### src/rtl/vga_timing_rx.sv
// ============================================================================
// Module : vga_timing_rx -- VGA sync receiver: timing measurement, lock, x/y recovery
// Rev    : 1.0
// ============================================================================
`timescale 1ns/1ps
`default_nettype none

module vga_timing_rx #(
  parameter int H_FRAME     = 800,
  parameter int V_FRAME     = 525,
  parameter int H_DISP      = 640,
  parameter int V_DISP      = 480,
  parameter int SYNC_X      = 658,
  parameter int SYNC_Y      = 513,
  parameter int LOCK_FRAMES = 2,
  parameter int TIMEOUT     = 2048
) (
  input  logic        clk_i,
  input  logic        rst_i,
  input  logic        hsync_i,
  input  logic        vsync_i,
  output logic [10:0] xcol_o,
  output logic [10:0] yrow_o,
  output logic        disp_active_o,
  output logic        locked_o,
  output logic        frame_o,
  output logic [10:0] h_period_o,
  output logic [10:0] h_sync_len_o,
  output logic [10:0] v_period_o,
  output logic [10:0] v_sync_len_o
);

  localparam logic [10:0] C_MAX      = 11'd2047;
  localparam logic [11:0] C_HCNT_MAX = 12'hfff;

  typedef enum logic [1:0] {
    SEARCH = 2'd0,
    CHECK  = 2'd1,
    LOCKED = 2'd2
  } state_t;

  state_t      state, state_nxt;
  logic [3:0]  good, good_nxt;
  logic        hs_prev, vs_prev, h_seen, v_seen, bad_seen;
  // One bit wider than the period outputs so the timeout count is reachable
  logic [11:0] h_cnt;
  logic [10:0] hs_cnt, v_cnt, vs_cnt;
  logic [10:0] x_nxt, y_nxt, h_lim, v_lim;
  logic        hfall, hrise, vfall, vrise, x_wrap, bad_line, frame_ok, timeout;

  assign hfall    = hs_prev & ~hsync_i;
  assign hrise    = ~hs_prev & hsync_i;
  assign vfall    = vs_prev & ~vsync_i;
  assign vrise    = ~vs_prev & vsync_i;
  assign h_lim    = (h_period_o == 11'd0) ? 11'(H_FRAME) : h_period_o;
  assign v_lim    = (v_period_o == 11'd0) ? 11'(V_FRAME) : v_period_o;
  assign x_wrap   = ~hfall & ((xcol_o == h_lim - 11'd1) | (xcol_o == C_MAX));
  assign bad_line = hfall & h_seen & (h_cnt != 12'(H_FRAME));
  assign frame_ok = ~bad_seen & ~bad_line & (v_cnt == 11'(V_FRAME));
  assign timeout  = (h_cnt >= 12'(TIMEOUT));

  always_comb begin
    x_nxt = xcol_o + 11'd1;
    if (hfall)
      x_nxt = 11'(SYNC_X);
    else if (x_wrap)
      x_nxt = 11'd0;
    y_nxt = yrow_o;
    if (vfall)
      y_nxt = 11'(SYNC_Y);
    else if (x_wrap)
      y_nxt = ((yrow_o == v_lim - 11'd1) || (yrow_o == C_MAX)) ? 11'd0 : yrow_o + 11'd1;
  end

  always_comb begin
    state_nxt = state;
    good_nxt  = good;
    if (timeout) begin
      state_nxt = SEARCH;
      good_nxt  = 4'd0;
    end else begin
      case (state)
        SEARCH: if (vfall) begin
          state_nxt = CHECK;
          good_nxt  = 4'd0;
        end
        CHECK: if (vfall) begin
          if (frame_ok) begin
            good_nxt = good + 4'd1;
            if (good_nxt == 4'(LOCK_FRAMES))
              state_nxt = LOCKED;
          end else begin
            good_nxt = 4'd0;
          end
        end
        LOCKED: if (bad_line || (vfall && (v_cnt != 11'(V_FRAME)))) begin
          state_nxt = SEARCH;
          good_nxt  = 4'd0;
        end
        default: begin
          state_nxt = SEARCH;
          good_nxt  = 4'd0;
        end
      endcase
    end
  end

  always_ff @(posedge clk_i or posedge rst_i) begin
    if (rst_i) begin
      state         <= SEARCH;
      good          <= 4'd0;
      hs_prev       <= 1'b1;
      vs_prev       <= 1'b1;
      h_seen        <= 1'b0;
      v_seen        <= 1'b0;
      bad_seen      <= 1'b0;
      h_cnt         <= 12'd0;
      hs_cnt        <= 11'd0;
      v_cnt         <= 11'd0;
      vs_cnt        <= 11'd0;
      xcol_o        <= 11'd0;
      yrow_o        <= 11'd0;
      disp_active_o <= 1'b0;
      locked_o      <= 1'b0;
      frame_o       <= 1'b0;
      h_period_o    <= 11'd0;
      h_sync_len_o  <= 11'd0;
      v_period_o    <= 11'd0;
      v_sync_len_o  <= 11'd0;
    end else begin
      hs_prev       <= hsync_i;
      vs_prev       <= vsync_i;
      state         <= state_nxt;
      good          <= good_nxt;
      xcol_o        <= x_nxt;
      yrow_o        <= y_nxt;
      locked_o      <= (state == LOCKED);
      disp_active_o <= (state == LOCKED) && (x_nxt < 11'(H_DISP)) && (y_nxt < 11'(V_DISP));
      frame_o       <= vfall;

      if (hfall) begin
        h_cnt  <= 12'd1;
        h_seen <= 1'b1;
        if (h_seen)
          h_period_o <= (h_cnt > {1'b0, C_MAX}) ? C_MAX : h_cnt[10:0];
      end else if (h_cnt != C_HCNT_MAX) begin
        h_cnt <= h_cnt + 12'd1;
      end

      if (hfall)
        hs_cnt <= 11'd1;
      else if (~hsync_i && (hs_cnt != C_MAX))
        hs_cnt <= hs_cnt + 11'd1;
      if (hrise)
        h_sync_len_o <= hs_cnt;

      // An hfall coincident with vfall belongs to the new frame
      if (vfall) begin
        v_cnt  <= {10'd0, hfall};
        v_seen <= 1'b1;
        if (v_seen)
          v_period_o <= v_cnt;
      end else if (hfall && (v_cnt != C_MAX)) begin
        v_cnt <= v_cnt + 11'd1;
      end

      if (vfall)
        vs_cnt <= {10'd0, hfall};
      else if (~vsync_i && hfall && (vs_cnt != C_MAX))
        vs_cnt <= vs_cnt + 11'd1;
      if (vrise)
        v_sync_len_o <= vs_cnt;

      if (vfall)
        bad_seen <= 1'b0;
      else if (bad_line)
        bad_seen <= 1'b1;
    end
  end

endmodule

`default_nettype wire

### config.mk
export PLATFORM = sky130hd
export DESIGN_NAME = vga_timing_rx
export DESIGN_NICKNAME = d
export VERILOG_FILES = /design/src/rtl/vga_timing_rx.sv
export SDC_FILE = /design/constraint.sdc
export NUM_CORES = 1
export LEC_CHECK = 0
export BUFFER_PORTS_ARGS = -buffer_cell sky130_fd_sc_hd__clkbuf_2
export CAP_MARGIN = 20
export CORE_MARGIN = 5
export CORE_UTILIZATION = 40
export DETAILED_ROUTE_END_ITERATION = 8
export GPL_ROUTABILITY_DRIVEN = 0
export SYNTH_ARGS = -nofsm -noshare
export SYNTH_HDL_FRONTEND = slang
export SYNTH_SLANG_ARGS = --single-unit
### constraint.sdc
create_clock -name clk_i -period 4.9 [get_ports clk_i]
set_clock_uncertainty 0.1 [all_clocks]
set_input_delay 1.47 -clock clk_i [delete_from_list [all_inputs] [get_ports clk_i]]
set_output_delay 1.47 -clock clk_i [all_outputs]
set_load 0.02 [all_outputs]
* Word level (Yosys, flattened, before mapping)
Index checks and enable logic that the tools add are counted.
** Word-level totals
- Register bits :: 125
- Output and inout port bits :: 69
** Cells by class
- Mux-type cells :: 31
- Reduce and logical (&&, ||, !) cells :: 21
- $lt $le $gt $ge :: 4
- Equal/unequal tests :: 19
- Bitwise operators :: 17
- Add/subtract/negate cells :: 9
** Operators with widths (number)
- 11-bit 2-to-1 mux :: 14
- 11-bit by 1-bit adder with 11-bit output (second input constant) :: 5
- 11-bit != test (second input constant) :: 3
- 12-bit 2-to-1 mux :: 2
- 11-bit == test :: 2
- 11-bit == test (second input constant) :: 2
- 11-bit zero test :: 2
- 11-bit by 1-bit subtractor with 11-bit output (second input constant) :: 2
- 4-bit 2-to-1 mux :: 5
- 3-bit != test (second input constant) :: 5
- 12-bit by 1-bit adder with 12-bit output (second input constant) :: 1
- 12-bit >= comparator (second input constant) :: 1
- 12-bit by 11-bit > comparator with 1-bit output (second input constant) :: 1
- 2-bit 2-to-1 mux :: 6
- 12-bit by 10-bit != test with 1-bit output (second input constant) :: 1
- 12-bit != test (second input constant) :: 1
- 4-bit case mux with 3 select lines :: 1
- 11-bit by 10-bit == test with 1-bit output (second input constant) :: 1
- 11-bit by 10-bit less-than comparator with 1-bit output (second input constant) :: 1
- 11-bit by 9-bit less-than comparator with 1-bit output (second input constant) :: 1
- 11-bit by 10-bit != test with 1-bit output (second input constant) :: 1
- 2-bit nonzero test :: 5
- 1-bit AND :: 9
- 1-bit logical AND :: 7
- 13 further kinds :: 22

* Longest topological paths before layout
Gate-level depths: netlist (run 1).
- Depth after elaboration :: 11
- Mapped depth :: 13
- Mapped depth without buffers :: 12

* Worst setup path after synthesis (run 1)
OpenSTA, ideal clock, no wires.
- Kind :: register to register
- From :: register v_period_o[8]
- To :: register disp_active_o
- Setup slack :: 1282 ps
- Required time :: 4704 ps
- Period minus slack after synthesis :: 3618 ps
- Buffers on the path :: 0
- Cell stages (with the launch flop) :: 13
- Arrival time :: 3422 ps
- Path through :: dfrtp_1 > nor3_1 > a31oi_1 > ha_1 > or3b_1 > a31oi_1 > and3_1 > a211oi_1 > or3b_1 > a311oi_4 > nor2_2 > a211o_1 > nor4_2
** On the way
- Longest elaborated chain between the ends :: 10
** RTL lines
- from (decl) :: line 29 : output logic [10:0] v_period_o,
- from (signal assigned) :: line 162 : v_period_o <= v_cnt;
- 11-bit zero test :: line 56 : assign v_lim = (v_period_o == 11'd0) ? 11'(V_FRAME) : v_period_o;
- 11-bit 2-to-1 mux * :: line 56
- 11-bit by 1-bit subtractor with 11-bit output * :: line 72 : y_nxt = ((yrow_o == v_lim - 11'd1) || (yrow_o == C_MAX)) ? 11'd0 : yrow_o + 11'd1;
- 11-bit == test * :: line 72
- 1-bit logical OR * :: line 72
- 11-bit 2-to-1 mux * :: line 72
- 11-bit 2-to-1 mux * :: line 71 : else if (x_wrap)
- 11-bit 2-to-1 mux * :: line 69 : if (vfall)
- via y_nxt[9] :: line 48 : logic [10:0] x_nxt, y_nxt, h_lim, v_lim;
- 11-bit by 9-bit less-than comparator with 1-bit output * :: line 138 : disp_active_o <= (state == LOCKED) && (x_nxt < 11'(H_DISP)) && (y_nxt < 11'(V_DISP));
- 1-bit logical AND * :: line 138
- to (signal assigned) :: line 138
- to (decl) :: line 24 : output logic disp_active_o,
The timed path passes the listed nets; every way through them passes the cells marked *.
A chain may end at the register's enable or synchronous reset.

* Worst setup path after layout (run 1)
Same ends and word-level chain as after synthesis.

==> results of run 1 <==
## area by class of cell
| cell class | count | area, sq um | share of cell area |
|---|---|---|---|
| clock inverter | 12 | 185.2 | 0.02312 |
| tap | 220 | 275.3 | 0.03437 |
| inverter | 21 | 81.33 | 0.01015 |
| timing repair buffer | 78 | 417.9 | 0.05218 |
| clock buffer | 20 | 446.7 | 0.05577 |
| multi-input combinational | 528 | 3472 | 0.4335 |
| sequential | 125 | 3131 | 0.3909 |
## state kept, by name, indices dropped and copies added (netlist names), 11 cells and up
name          cells
v_sync_len_o     11
hs_cnt           11
h_period_o       11
vs_cnt           11
xcol_o           11
v_cnt            11
h_cnt            12
yrow_o           11
h_sync_len_o     11
v_period_o       11
## cells by family after synthesis
| kind of cell | after synthesis |
|---|---|
| adders and majority gates | 13 |
| AOI/OAI and AO/OA | 139 |
| xor gates and xnor gates | 55 |
| buffers and inverters | 52 |
| muxes | 32 |
| and+or+nand+nor | 289 |
| DFF | 125 |
## power breakdown
group	total (uW)	internal [uW]	leakage [uW]	switching [uW]
logic	562	230	0.00161	332
registers	1240	1110	0.00165	134
clock network	1340	870	0.000306	469
total	3150	2210	0.00357	936
## worst max-delay path by stage
stage               cells past startpoint                 startpoint  slack [ns]                       to
global route                           12  v_period_o[4]$_DFFE_PP0P_        0.82  disp_active_o$_DFF_PP0_
floorplan                               1                      rst_i       0.006     bad_seen$_DFFE_PP0P_
global placement                       11                    hsync_i        1.18      good[2]$_DFFE_PP0P_
detailed placement                     12  v_period_o[8]$_DFFE_PP0P_        1.06  disp_active_o$_DFF_PP0_
CTS                                    12  v_period_o[8]$_DFFE_PP0P_        1.02  disp_active_o$_DFF_PP0_
finish                                 12  v_period_o[8]$_DFFE_PP0P_         1.0  disp_active_o$_DFF_PP0_
## routing by layer
layer,global-route usage,part of all wire,wire length (microns)
met5,0,0,0
met4,0.05966,0.017,271
met3,0.04772,0.052,847
met2,0.2681,0.47,7636
met1,0.2173,0.46,7402
## worst max-delay path, stage by stage (launching register included)
cell	delay, ns
dfrtp_1	0.50
nor3_1	0.15
a31oi_1	0.24
ha_1	0.21
or3b_1	0.41
a31oi_1	0.29
and3_1	0.24
a211oi_1	0.08
or3b_1	0.43
a311oi_4	0.42
nor2_2	0.14
a211o_1	0.36
nor4_2	0.24
## placed cells by master, fill, tap and decap left out, drive strengths merged, types with 6 or more instances in the layout
| cell | n |
|---|---|
| mux2 | 29 |
| o31ai | 7 |
| nor4 | 9 |
| clkbuf | 92 |
| xnor2 | 23 |
| buf | 6 |
| o211ai | 6 |
| nand2b | 12 |
| nand2 | 60 |
| inv | 23 |
| nor2 | 85 |
| or3 | 11 |
| dfrtp | 123 |
| o21ai | 45 |
| ha | 13 |
| nand3 | 25 |
| and3 | 17 |
| nor3 | 16 |
| nand3b | 7 |
| a21oi | 29 |
| or4 | 6 |
| a211oi | 7 |
| nand4 | 14 |
| xor2 | 32 |
## per-stage QoR
step	hold WS, ns	cells	setup slack (ns)	util	instance area [sq um]
floorplan	0.3303	705	0.005727	-	6798
finish	0.3647	1004	0.9966	0.4812	8009
detailed placement	0.3560	972	1.062	0.4433	7377
CTS	0.3702	1004	1.022	0.4812	8009
global route	0.4051	1004	0.8235	0.4812	8009
global placement	0.3547	972	1.183	0.4433	7377
==> results_dict.tcl, run 1 <==
set metrics [dict create \
    root_buffer "clkbuf_16" \
    syn_area_per_cell_sq_um 9.642 \
    die_h_microns 140.4 \
    synth-xor-area-share 0.07086 \
    htree_levels 4 \
    peakVddDrop_v 0.0002384 \
    ant_nets 0 \
    synth_fa_ha_area_frac 0.02393 \
    synth_top_family_by_area "simple AND/OR/NAND/NOR gates" \
    netlist.top_cell.by_area "dfrtp_1" \
    cts_setup_buffers 0 \
    viasPerCell 5.538 \
    min_to "h_seen$_DFFE_PP0P_" \
    rows 47 \
    r2r_slack_ns 1.0 \
    grt_max_degree 69 \
    syn-num-nets 722 \
    num_vias 5560 \
    required_ns 5.13 \
    diodes 0 \
    async_flop_share 1.000 \
    path_clk_slew_ns 0.06 \
    p_leak_uw 0.003566 \
    hold_class "reg -> reg" \
    start_kind "flop" \
    drc 0 \
    finalCritPeriodShare 0.7966 \
    io_pins 73 \
    synthSimpleGateAreaFrac 0.2238 \
    finalHoldViolCount 0 \
    maxSlewViolCount 0 \
    yosys_register_bits 125 \
    synth_top_area_frac 0.4528 \
    port-buffer-count 72 \
    fmax_ghz 0.2562 \
    synthMuxAreaShare 0.05246 \
    reg2reg_from "v_period_o[8]$_DFFE_PP0P_" \
    dp.final_hpwl_microns 11460 \
    min_from "h_seen$_DFFE_PP0P_" \
    pwr_density_cell_nw_per_um2 392.7 \
    n_fill_cell 1552 \
    synth_edf_count 0 \
    setup_viol 0 \
    period_needed_ns 3.903 \
    synth.cell_area_sq_um 6798 \
    dieArea_sq_um 19700 \
    cp-end-kind "flop" \
    worstSetupPathType "reg -> reg" \
    syn_inst 705 \
    die_w_microns 140.4 \
    drv_cap 0 \
    reg2reg_depth 12 \
    ys_types 75 \
    grt_pass1_vias 5517 \
    synthTopCellsByCount "dfrtp_1 (123), nor2_1 (84), nand2_1 (60)" \
    clkLatencyLatePin_ns 0.42 \
    drive_above_1_share 0.2092 \
    yosysWarnings 0 \
    tns_ns 0 \
    hold_depth 1 \
    cts_resized 0 \
    worstPathArrival_ns 4.13 \
    seq_area_frac_synth 0.4605 \
    clock_path_buffers 2 \
    grt_overflow 0 \
    crit_fanout 7 \
    status "finished, final reports clean" \
    antenna_found_initial 0 \
    clock_sinks 125 \
    grtUsageTotal 0.1675 \
    cts_buffers 17 \
    initial_core_util 0.4085 \
    yosysMostFrequentCell "dfrtp_1" \
    finalPower_uw 3145 \
    r2r-end "disp_active_o$_DFF_PP0_" \
    core_area_sq_um 16640 \
    synth_area_leaders "dfrtp_1 (45%), mux2_2 (4.8%), nor2_1 (4.6%)" \
    tritoncts "yes" \
    grt_pass1_wl_microns 27320 \
    rsz0062_at_grt "no" \
    postCtsHoldBufs 0 \
    worst_pin_slew_ns 0.9913 \
    drtIter0Drc 439 \
    relSlewSlack 0.3378 \
    wl_per_cell_microns 16.09 \
    area_delta_synth_final_pct 17.82 \
    drt-total-wl_microns 16160 \
    dr.pass1.iters 6 \
    nets 788 \
    synthFlopType "dfrtp_1" \
    synth_compound_area_frac 0.1393 \
]
No activity file was read; power rests on OpenSTA's default activity.
==> inputs of run 2 (changes only) <==
ABC_AREA = 1   (was unset)
clock period = 3.7 ns   (was 4.9 ns; I/O delays follow)
==> results_dict.tcl, run 2 <==
set metrics [dict create \
    status "finished, final reports clean" \
    whs_ns 0.3723 \
    largest_register_ffs 12 \
    cts_setup_buffers 0 \
    diodes 0 \
    pre_cts_ws_ns 0.6845 \
    drc 0 \
    cts_buffers 17 \
    htree_levels 4 \
    critPathSlowestCell "dfrtp_1" \
    die_w_microns 141.5 \
    finalCritPeriodShare 0.7949 \
    tritoncts "yes" \
    switching_share 0.3352 \
    relSlewSlack 0.4332 \
    intPower_uw 3001 \
    yosysWarnings 0 \
    die_h_microns 141.5 \
    yosys_register_bits 125 \
    drtIter0Drc 309 \
    pwr_density_cell_nw_per_um2 551.1 \
    grt_max_degree 41 \
    combPwrFrac 0.264 \
    dieArea_sq_um 20030 \
    multi_input_area_sq_um 3172 \
    crit_family "simple AND/OR/NAND/NOR gates" \
    netlist.top_cell.by_area "dfrtp_1" \
    rsz0062_at_grt "no" \
    worstPathArrival_ns 3.14 \
    port-buffer-count 72 \
    synth_area_leaders "dfrtp_1 (44%), nand2_1 (11%), inv_1 (7.6%)" \
    antenna_found_initial 0 \
    cts_resized 0 \
    core_area_sq_um 17120 \
    wl_per_cell_microns 13.38 \
    num_vias 6002 \
    path_cells "nor2_1 > nand2_1 > nor2_1 > nand2_1 > nand2_1 > inv_1 > ha_1 > nand4_1 > nor2_1 > nand2_1 > nand2_1 > nand2_1 > nand3_1 > nor2_1 > nand3_1 > nand2_1 > nand2_2 > nand2_4 > nor2_1 > nand2_1 > nor2_1 > nor2_1" \
    ant_nets 0 \
    hold_depth 1 \
    required_ns 3.90 \
    critPathMaxStageDelay_ns 0.43 \
    cp_num_buf_inv 1 \
    peakVddDrop_v 0.0003696 \
    area_delta_synth_final_pct 18.41 \
    tns_ns 0 \
    ys_types 45 \
    dp.final_hpwl_microns 12150 \
    async_flop_share 1.000 \
    finalHoldViolCount 0 \
    maxSlewViolCount 0 \
    drv_cap 0 \
    final_cell_mix "nand2_1 (202), inv_1 (139), dfrtp_1 (123), o21ai_0 (99), nor2_1 (98)" \
    grt_pass1_wl_microns 27890 \
    grt_overflow 0 \
    p_switching_uw 1514 \
    setup_viol 0 \
    yosysMostFrequentCell "nand2_1" \
    synthTopCellsByCount "nand2_1 (202), inv_1 (140), dfrtp_1 (123)" \
    utilization 0.4787 \
    n_fill_cell 1724 \
    final_area_sq_um 8193 \
    syn_inst 912 \
    final_common_cell "nand2_1" \
    synth_top_area_frac 0.4448 \
    worstSetupPathType "reg -> reg" \
    place_area_sq_um 7582 \
    synth.cell_area_sq_um 6919 \
    cp-end-kind "flop" \
    power_frac_seq 0.355 \
    drive_above_1_share 0.1400 \
    hold_class "reg -> reg" \
    worst_pin_slew_ns 0.8484 \
    cpMostUsedCell "nand2_1" \
    clock_path_buffers 2 \
    grt_pass1_vias 5696 \
    top_register "h_cnt" \
    rows 48 \
    reg2reg_depth 22 \
    regArea_sq_um 3131 \
    syn-num-nets 929 \
    fmax_ghz 0.3400 \
    clkLatencyLatePin_ns 0.42 \
    path_clk_slew_ns 0.05 \
    clock_sinks 125 \
    root_buffer "clkbuf_16" \
    setup_ws_ns 0.7587 \
    grtUsageTotal 0.1698 \
    p_clk_frac 0.381 \
    dr.pass1.iters 5 \
    period_needed_ns 2.941 \
    seq_area_frac_synth 0.4524 \
    p_leak_uw 0.004029 \
    nets 1011 \
    io_pins 73 \
    initial_core_util 0.4042 \
    syn_area_per_cell_sq_um 7.587 \
    synthFlopType "dfrtp_1" \
    crit_fanout 12 \
    drt-total-wl_microns 16480 \
    postCtsHoldBufs 0 \
    synth_edf_count 0 \
    start_kind "flop" \
    viasPerCell 4.872 \
    crit_cells 22 \
]
==> run 2: changes by cell type in the layout (fill, tap and decap cells not counted), sizes merged, moves of 17 or more <==
cell   delta
nand2   +148
nand3    +38
xor2     -17
o21ai    +55
and3     -17
nor2     +18
inv     +122
mux2     -28
==> run 2: final cells by class <==
class | instances | area share
inverter | 146 | 0.06750
timing repair buffer | 80 | 0.05437
tap | 225 | 0.03436
sequential | 125 | 0.3821
clock buffer | 22 | 0.05788
clock inverter | 10 | 0.01665
multi-input combinational | 624 | 0.3871
==> run 2: cell families (layout without fill, tap and decap cells) <==
group,after synthesis,count (layout),share of synthesized area
compound gates,151,151,0.1222
fa+ha+maj,13,13,0.02351
buf+inv,163,258,0.08915
flops,125,125,0.4524
xor+xnor,26,26,0.03508
simple gates,433,433,0.2759
mux,1,1,0.001627
==> run 2: worst paths after layout <==
kind / start / to / slack, ns
setup / recovery: v_period_o[4]$_DFFE_PP0P_ / disp_active_o$_DFF_PP0_ / 0.76
hold / removal: v_seen$_DFFE_PP0P_ / v_seen$_DFFE_PP0P_ / 0.37
setup reg to reg: v_period_o[4]$_DFFE_PP0P_ / disp_active_o$_DFF_PP0_ / 0.76
hold reg to reg: v_seen$_DFFE_PP0P_ / v_seen$_DFFE_PP0P_ / 0.37
max in group asynchronous: rst_i / h_period_o[4]$_DFFE_PP0P_ / 2.03
min in group asynchronous: rst_i / h_sync_len_o[10]$_DFFE_PP0P_ / 0.75
==> run 2: layer usage <==
layer / global-route usage / part of all wire / vias to the layer above
met2: 0.2636 / 0.45 / 111
li1: - / - / 3116
met1: 0.2377 / 0.50 / 2759
met3: 0.04146 / 0.040 / 16
met5: 0 / 0 / -
met4: 0.04747 / 0.014 / 0
==> run 2: metrics by stage <==
| stage | total power, uW | instances |
|---|---|---|
| final | 4515 | 1232 |
| after global routing | 4806 | 1232 |
| after floorplan | 2532 | 912 |
| after global placement | 2809 | 1200 |
| after detailed placement | 2819 | 1200 |
| after CTS | 4573 | 1232 |
==> run 2: power groups by stage <==
stage	combinational, uW	sequential [uW]	clock, uW
global placement	1180	1620	0
finish	1190	1600	1720
floorplan	864	1670	0
detailed placement	1190	1630	0
CTS	1200	1600	1770
global route	1360	1620	1820
